`config.mk`:
```
export PLATFORM = sky130hd
export DESIGN_NAME = dual_update
export DESIGN_NICKNAME = d
export VERILOG_FILES = /design/src/rtl/dual_update.sv
export SDC_FILE = /design/constraint.sdc
export NUM_CORES = 2
export LEC_CHECK = 0
export CORE_AREA = 4 4 410 412
export DETAILED_ROUTE_END_ITERATION = 10
export DIE_AREA = 0 0 414 416
export SYNTH_ARGS = -nofsm -noshare
export SYNTH_HDL_FRONTEND = slang
export SYNTH_SLANG_ARGS = --single-unit
```
`constraint.sdc`:
```
create_clock -name clk -period 4.7 [get_ports clk]
set_input_delay 1.175 -clock clk [delete_from_list [all_inputs] [get_ports clk]]
set_output_delay 1.175 -clock clk [all_outputs]
set_load 0.02 [all_outputs]
```
`src/rtl/dual_update.sv`:
```
// dual_update: streaming ADMM dual-variable update with primal-residual tracking.
// Each knot yields y' = y + x - v and g' = g + u - z, saturated to W bits. The
// infinity-norm residual max(|x - v|, |u - z|) is accumulated over the horizon,
// and a convergence flag compares it against the latched tolerance.
//
// state | meaning
// ------+---------------------------------------------------------------
// IDLE  | waiting for start; inputs are ignored
// RUN   | accepting knots and emitting updated duals, one register stage
// DONE  | single cycle: done pulse, prim_res/converged updated
module dual_update #(
  parameter int STATE_DIM   = 12,
  parameter int CONTROL_DIM = 4,
  parameter int W           = 16,
  parameter int NHORIZON    = 10
) (
  input  logic                              clk,
  input  logic                              reset,
  input  logic                              start,
  input  logic [W-1:0]                      tol,
  input  logic                              in_valid,
  output logic                              in_ready,
  input  logic [STATE_DIM-1:0][W-1:0]       x_k,
  input  logic [STATE_DIM-1:0][W-1:0]       v_k,
  input  logic [STATE_DIM-1:0][W-1:0]       y_k,
  input  logic [CONTROL_DIM-1:0][W-1:0]     u_k,
  input  logic [CONTROL_DIM-1:0][W-1:0]     z_k,
  input  logic [CONTROL_DIM-1:0][W-1:0]     g_k,
  output logic                              out_valid,
  input  logic                              out_ready,
  output logic [STATE_DIM-1:0][W-1:0]       y_new,
  output logic [CONTROL_DIM-1:0][W-1:0]     g_new,
  output logic                              busy,
  output logic                              done,
  output logic [W-1:0]                      prim_res,
  output logic                              converged
);

  localparam int CW = $clog2(NHORIZON + 1);
  localparam logic [CW-1:0] NH = CW'(NHORIZON);

  typedef enum logic [1:0] {IDLE, RUN, DONE} state_t;

  // Three-operand sum evaluated two bits wider so y + x - v can never wrap
  // before saturation.
  function automatic logic [W-1:0] sat_sum(input logic [W-1:0] a,
                                           input logic [W-1:0] b,
                                           input logic [W-1:0] c);
    logic signed [W+1:0] s;
    logic signed [W+1:0] smax;
    logic signed [W+1:0] smin;
    smax = {3'b000, {(W-1){1'b1}}};
    smin = {3'b111, {(W-1){1'b0}}};
    s = $signed({{2{a[W-1]}}, a}) + $signed({{2{b[W-1]}}, b})
        - $signed({{2{c[W-1]}}, c});
    if (s > smax)      sat_sum = {1'b0, {(W-1){1'b1}}};
    else if (s < smin) sat_sum = {1'b1, {(W-1){1'b0}}};
    else               sat_sum = s[W-1:0];
  endfunction

  // |a - c| at W+1 bits, clamped to the largest positive W-bit value.
  function automatic logic [W-1:0] sat_absdiff(input logic [W-1:0] a,
                                               input logic [W-1:0] c);
    logic signed [W:0] d;
    logic [W:0]        m;
    d = $signed({a[W-1], a}) - $signed({c[W-1], c});
    m = d[W] ? (~d + 1'b1) : d;
    if (m > {2'b00, {(W-1){1'b1}}}) sat_absdiff = {1'b0, {(W-1){1'b1}}};
    else                            sat_absdiff = m[W-1:0];
  endfunction

  state_t                         state_q;
  logic [CW-1:0]                  cnt_q;
  logic [W-1:0]                   runmax_q;
  logic [W-1:0]                   tol_q;
  logic                           busy_q;
  logic                           done_q;
  logic [W-1:0]                   prim_res_q;
  logic                           converged_q;
  logic                           out_valid_q;
  logic [STATE_DIM-1:0][W-1:0]    y_new_q;
  logic [CONTROL_DIM-1:0][W-1:0]  g_new_q;

  logic [STATE_DIM-1:0][W-1:0]    y_d;
  logic [CONTROL_DIM-1:0][W-1:0]  g_d;
  logic [W-1:0]                   knot_res_d;
  logic                           xfer;
  logic                           last_hs;

  // No skid buffer: accept only when the output slot is empty or draining.
  assign in_ready = (state_q == RUN) && (cnt_q < NH) && (!out_valid_q || out_ready);
  assign xfer     = in_valid && in_ready;
  // Output held in RUN with all knots accepted is necessarily the final one.
  assign last_hs  = (state_q == RUN) && out_valid_q && out_ready && (cnt_q == NH);

  // Per-lane dual updates and the knot's worst residual.
  always_comb begin
    logic [W-1:0] r;
    y_d        = '0;
    g_d        = '0;
    knot_res_d = '0;
    r          = '0;
    for (int i = 0; i < STATE_DIM; i++) begin
      y_d[i] = sat_sum(y_k[i], x_k[i], v_k[i]);
      r      = sat_absdiff(x_k[i], v_k[i]);
      if (r > knot_res_d) knot_res_d = r;
    end
    for (int j = 0; j < CONTROL_DIM; j++) begin
      g_d[j] = sat_sum(g_k[j], u_k[j], z_k[j]);
      r      = sat_absdiff(u_k[j], z_k[j]);
      if (r > knot_res_d) knot_res_d = r;
    end
  end

  // Pass sequencing, residual accumulation and result registers.
  always_ff @(posedge clk or negedge reset) begin
    if (!reset) begin
      state_q     <= IDLE;
      cnt_q       <= '0;
      runmax_q    <= '0;
      tol_q       <= '0;
      busy_q      <= 1'b0;
      done_q      <= 1'b0;
      prim_res_q  <= '0;
      converged_q <= 1'b0;
    end else begin
      done_q <= 1'b0;
      case (state_q)
        IDLE: begin
          if (start) begin
            state_q  <= RUN;
            cnt_q    <= '0;
            runmax_q <= '0;
            tol_q    <= tol;
            busy_q   <= 1'b1;
          end
        end
        RUN: begin
          if (xfer) begin
            cnt_q <= cnt_q + 1'b1;
            if (knot_res_d > runmax_q) runmax_q <= knot_res_d;
          end
          if (last_hs) begin
            state_q     <= DONE;
            done_q      <= 1'b1;
            prim_res_q  <= runmax_q;
            converged_q <= ($signed(runmax_q) <= $signed(tol_q));
          end
        end
        DONE: begin
          state_q <= IDLE;
          busy_q  <= 1'b0;
        end
        default: state_q <= IDLE;
      endcase
    end
  end

  // Single output stage; holds while downstream stalls.
  always_ff @(posedge clk or negedge reset) begin
    if (!reset) begin
      out_valid_q <= 1'b0;
      y_new_q     <= '0;
      g_new_q     <= '0;
    end else if (xfer) begin
      out_valid_q <= 1'b1;
      y_new_q     <= y_d;
      g_new_q     <= g_d;
    end else if (out_ready) begin
      out_valid_q <= 1'b0;
    end
  end

  assign out_valid = out_valid_q;
  assign y_new     = y_new_q;
  assign g_new     = g_new_q;
  assign busy      = busy_q;
  assign done      = done_q;
  assign prim_res  = prim_res_q;
  assign converged = converged_q;

endmodule

```
== Word level (Yosys, flattened, before mapping) ==
Cells that the tools add are included.

* Register bits: 314
* Logic and storage cells: 294

* Add/sub/neg operators: 65
* Reductions and logical operators: 18
* Muxes and demuxes: 96
* Equal/unequal tests: 7
* Magnitude comparators: 67
* Bitwise operators: 16

{| class="wikitable"
|+ Operators with widths
! cell !! count
|-
| $mux W16 || 67
|-
| $gt A18 B16 Y1 const B || 16
|-
| $lt A18 B16 Y1 const B || 16
|-
| $sub A17 B16 Y18 || 16
|-
| $add A16 B16 Y17 || 16
|-
| $add A17 B1 Y17 const B || 16
|-
| $gt A17 B15 Y1 const B || 16
|-
| $mux W17 || 16
|-
| $not A17 Y17 || 16
|-
| $sub A16 B16 Y17 || 16
|-
| $gt A16 B16 Y1 || 16
|-
| $pmux W16 S2 || 1
|-
| $gt A16 B1 Y1 const B || 1
|-
| $le A16 B16 Y1 || 1
|-
| $mux W4 || 2
|-
| $pmux W4 S2 || 1
|-
| $reduce_and A2 Y1 || 4
|-
| $logic_and A1 B1 Y1 || 6
|-
| $ne A2 B2 Y1 const B || 3
|-
| $reduce_bool A2 Y1 || 3
|-
| $mux W1 || 5
|-
| $add A4 B1 Y4 const B || 1
|-
| $eq A4 B4 Y1 const B || 1
|-
| $lt A4 B4 Y1 const B || 1
|-
| other kinds (11) || 12
|}

== Depth between registers and ports, before layout ==
* Depth in word-level cells: 42
* Depth in mapped cells: 271
* Mapped depth without buffers: 254

== Least setup slack after synthesis ==
OpenSTA, ideal clock, no wires.

* Path kind: input-to-reg
* Start point: input port x_k[16] (netlist bit)
* End point: register runmax_q[1]
* Required time: 4.565 ns
* Slack: -38.698 ns
* Stages: 264
* Setup time: 0.135 ns
* Arrival time: 43.263 ns
* Path through: inv_1 > ha_1 > inv_1 > fa_1 > a211o_1 > a21oi_1 > o311ai_1 > nor4_1 > nand4_1 > or4_1 > nor2_1 > a21oi_1 > o22ai_1 > clkbuf_1 > nand2_1 > ha_1 > nand2_1 > o21ai_0 > (+228 left out) > ha_1 > nor2b_1 > o21ai_0 > nand2b_1 > a21oi_1 > nor2b_1 > o21ai_0 > nand2b_1 > a21oi_1 > nor2b_1 > o21ai_0 > a21boi_0 > o21ai_0 > a221oi_1 > o22ai_1 > nor2_1 > a32oi_1 > o31ai_1

* Longest elaborated chain between the ends: 39

{| class="wikitable"
|+ RTL lines
! element !! line !! RTL
|-
| start: declaration || 23 || <nowiki>input logic [STATE_DIM-1:0][W-1:0] x_k,</nowiki>
|-
| $sub A16 B16 Y17 (*) || 66 || <nowiki>d = $signed({a[W-1], a}) - $signed({c[W-1], c});</nowiki>
|-
| $not A17 Y17 || 67 || <nowiki>m = d[W] ? (~d + 1'b1) : d;</nowiki>
|-
| $add A17 B1 Y17 || 67 ||
|-
| $mux W17 (*) || 67 ||
|-
| $gt A17 B15 Y1 || 68 || <nowiki>if (m > {2'b00, {(W-1){1'b1}}}) sat_absdiff = {1'b0, {(W-1){1'b1}}};</nowiki>
|-
| $mux W16 (*) || 68 ||
|-
| $gt A16 B16 Y1 || 106 || <nowiki>if (r > knot_res_d) knot_res_d = r;</nowiki>
|-
| $mux W16 (*) || 106 ||
|-
| (+23 left out) || - ||
|-
| $mux W16 (*) || 111 || <nowiki>if (r > knot_res_d) knot_res_d = r;</nowiki>
|-
| $gt A16 B16 Y1 || 111 ||
|-
| $mux W16 (*) || 111 ||
|-
| $gt A16 B16 Y1 || 111 ||
|-
| $mux W16 (*) || 111 ||
|-
| $gt A16 B16 Y1 or $mux W16 (tied branches) || 141 || <nowiki>if (knot_res_d > runmax_q) runmax_q <= knot_res_d;</nowiki>
|-
| $ne A2 B1 Y1 (no source line) or $mux W16 (tied branches) || - ||
|-
| $reduce_and A4 Y1 (no source line) or $pmux W16 S2 (tied branches) || - ||
|-
| end signal: assignment || 141 ||
|-
| end: declaration || 74 || <nowiki>logic [W-1:0] runmax_q;</nowiki>
|}

Mark *: on every way between the ends. The rest lies on a longest branch, timed or not. The select of a mux whose other input is x is not followed.
A chain may end at the register's enable or synchronous reset.

== Final worst setup path ==
* Start point: input port v_k[21] (netlist bit)
* End point: register runmax_q[11]

* Longest elaborated chain between the ends: 39

{| class="wikitable"
|+ RTL lines
! element !! line !! RTL
|-
| start: declaration || 24 || <nowiki>input logic [STATE_DIM-1:0][W-1:0] v_k,</nowiki>
|-
| $sub A16 B16 Y17 (*) || 66 ||
|-
| $not A17 Y17 || 67 ||
|-
| $add A17 B1 Y17 || 67 ||
|-
| $mux W17 (*) || 67 ||
|-
| $gt A17 B15 Y1 || 68 ||
|-
| $mux W16 (*) || 68 ||
|-
| $gt A16 B16 Y1 || 106 ||
|-
| $mux W16 (*) || 106 ||
|-
| (+23 left out) || - ||
|-
| $mux W16 (*) || 111 ||
|-
| $gt A16 B16 Y1 || 111 ||
|-
| $mux W16 (*) || 111 ||
|-
| $gt A16 B16 Y1 || 111 ||
|-
| $mux W16 (*) || 111 ||
|-
| $gt A16 B16 Y1 or $mux W16 (tied branches) || 141 ||
|-
| $ne A2 B1 Y1 (no source line) or $mux W16 (tied branches) || - ||
|-
| $reduce_and A4 Y1 (no source line) or $pmux W16 S2 (tied branches) || - ||
|}

Marked as above.

==> metrics <==
status finished, violations left; failing checks negative setup slack; mean post-synth cell area 7.40 µm²; Critical-path top delay cell or4_4; Most used DFF post-synth dfrtp_1; Req. time, crit path 5.32 ns; Final #Nets 13465; placed cell area 91900 µm²; Hold Slack 0.481 ns; Final Instance Area 98700 µm²; Fin Setup TNS -546.81 ns; initial antenna violation count 58; Final Cycle Share 814%; # fillers 15035; startpoint class of the critical path primary input; area of the multi-input gates 48900 µm²; top cells by area, synth ha_1 (17%), dfrtp_1 (13%), inv_1 (11%), fa_1 (9.1%), xnor2_1 (6.7%); met3 WL 10800 µm; number of enable flip-flop cells after synthesis 0; Top Layer Used met5; Post-synth ARST share 100%; Clock Pin Slew Worst Setup and Hold Paths 0.06 ns; Routed Antenna Nets 0; die footprint 172000 µm²; routed vias 67320; pin count of the biggest net entering global routing 86; final worst path period need 38.25 ns; path type of the worst min-delay path flip-flop to flip-flop; most numerous cell in the Yosys netlist inv_1; Placeable Area 164000 µm²; RSZ-0062 raised after global routing true; CTS buffer count 44; num rows 149; Critical Path AT 38.86 ns; CTS sink cnt 314; area grow syn2layout 65.8%; Initial DRC Count 3034; critical path's largest stage delay 0.57 ns; Synth top area share 17.0%; Setup crit end kind flip-flop; H-tree Lvls 2; vias in the first global route 70455; synth warn 0; first-pass GRT wire length 383000 µm; Worst-Margin Slew 0.910 ns; Max Cap Viol 0; final worst slack -33.55 ns; Clock Skew 0.0535 ns; Post-synth top cells inv_1 (1715), ha_1 (811), nand2_1 (729); metal2 WL 124000 µm; Routed WL 246000 µm; Clk Latency, worst-skew pair 0.69 ns; max-slew violations 0; wire length per cell 17.7 µm; layout cells sized above 1 30.9%; # port buffers 1065; Synth Instances 8052; Slew headroom 39.3%; clock tree buffer depth 3; Die Ht 416 µm; DRC 0; most frequent CP cell buf_4; Remaining Overflow, GRT 0; final hold violations 0; TritonRoute pass-1 iters 7; cell area after synthesis 59600 µm²; WS Path Type primary input to flip-flop; synthesized flop and latch total 314; Vias/cell 4.86; Root Buffer clkbuf_16; Die Wd 414 µm; Seq/Total Area, Yosys 13.2%; Post-DP HPWL 210000 µm; highest clock rate 26.1 MHz; M1 WL 102000 µm; area leader, netlist ha_1; GRT Total Usage 27.6%; Core Util, Final 60.1%; Distinct cells, synth 113; io pins 1066; crit-path max FO 13; CTS tree yes; Initial Utilization 36.2%; gpl congestion 0.974; setup violators final 165; Seq. cell area 7860 µm²
==> kinds of logic (layout without fill, tap and decap cells) <==
kind of cell / count (synthesis) / in the layout / share of synthesized area, %
adders and majority gates: 1091 / 1091 / 26.3
xor gates and xnor gates: 637 / 637 / 9.37
other: 2 / 73 / 0.0126
AOI/OAI and AO/OA: 2110 / 2111 / 22.1
buffers and inverters: 1901 / 5446 / 12.1
DFF: 314 / 314 / 13.2
muxes: 133 / 133 / 2.38
and+or+nand+nor: 1864 / 1864 / 14.5
==> worst max-delay path, delay by kind of cell <==
kind,cells,cell delay (ns)
AO/OA/AOI/OAI,87,13.64
AND/OR/NAND/NOR,56,7.04
multiplexers,9,2.10
XOR/XNOR,1,0.17
adder cells (fa/ha/maj),14,3.47
buffers and inverters,87,11.28
==> layer usage <==
layer,track usage [%],up-vias
met5,0,-
met4,9.54,22
met3,3.78,394
met2,50.5,1449
met1,32.9,31727
li1,-,33728
==> through the flow <==
stage | std cells | setup slack, ns
2_1_floorplan | 8081 | -32.73
3_3_place_gp | 13397 | -34.26
3_5_place_dp | 13397 | -35.12
4_1_cts | 13774 | -32.71
5_1_grt | 13848 | -35.72
6_report | 13858 | -33.55
==> registers in the layout (all words and copies together) (netlist names) <==
register	flops
state_q	2
y_new	192
busy	1
prim_res	16
converged	1
g_new	64
done	1
runmax_q	16
out_valid	1
cnt_q	4
tol_q	16
==> worst paths after layout <==
check,startpoint,endpoint,slack [ns],cells past startpoint
worst min register to register,y_new[167],y_new[167],0.48,2
min in group asynchronous,reset,y_new[87],0.57,1
max in group asynchronous,reset,g_new[34],3.04,2
worst max register to register,runmax_q[1],runmax_q[11],1.66,20
worst min-delay path,y_new[167],y_new[167],0.48,2
worst max-delay path,v_k[21],runmax_q[11],-33.55,254
==> what timing repair did <==
item                       4_1_cts  5_1_grt
gates resized for setup        554      165
setup endpoints to repair      259      268
pin swaps                      382      208
setup buffers                  279       41
gates cloned                    19        1
hold buffers                     0        0
==> cells in the final DEF, fill, tap and decap left out, types with 57 or more instances in the layout <==
master           count
buf_4             2476
inv_1             1656
clkdlybuf4s50_1    929
ha_1               716
nand2_1            703
xnor2_1            455
nor2_1             419
a21oi_2            374
a21oi_1            339
dfrtp_1            314
fa_1               254
o21bai_1           237
o21ai_1            224
o21ai_0            217
a21o_1             217
xor2_1             178
nor2b_1            120
dlygate4sd2_1       98
nor3_1              92
ha_4                84
nand2b_1            74
nand3_1             71
mux2i_1             60
nand4_1             58
o21a_1              57
==> area by class of cell <==
| type | count | share of cell area [%] |
|---|---|---|
| multi-input combinational | 5867 | 49.5 |
| timing repair buffer | 3650 | 31.5 |
| sequential | 314 | 7.96 |
| inverter | 1716 | 6.53 |
| tap | 2189 | 2.77 |
| clock buffer | 62 | 1.29 |
| clock inverter | 18 | 0.314 |
| antenna | 42 | 0.106 |
Power is left out: the tool's default activity adds up to more than one toggle a clock period on the data nets, which glitch-free logic cannot reach.
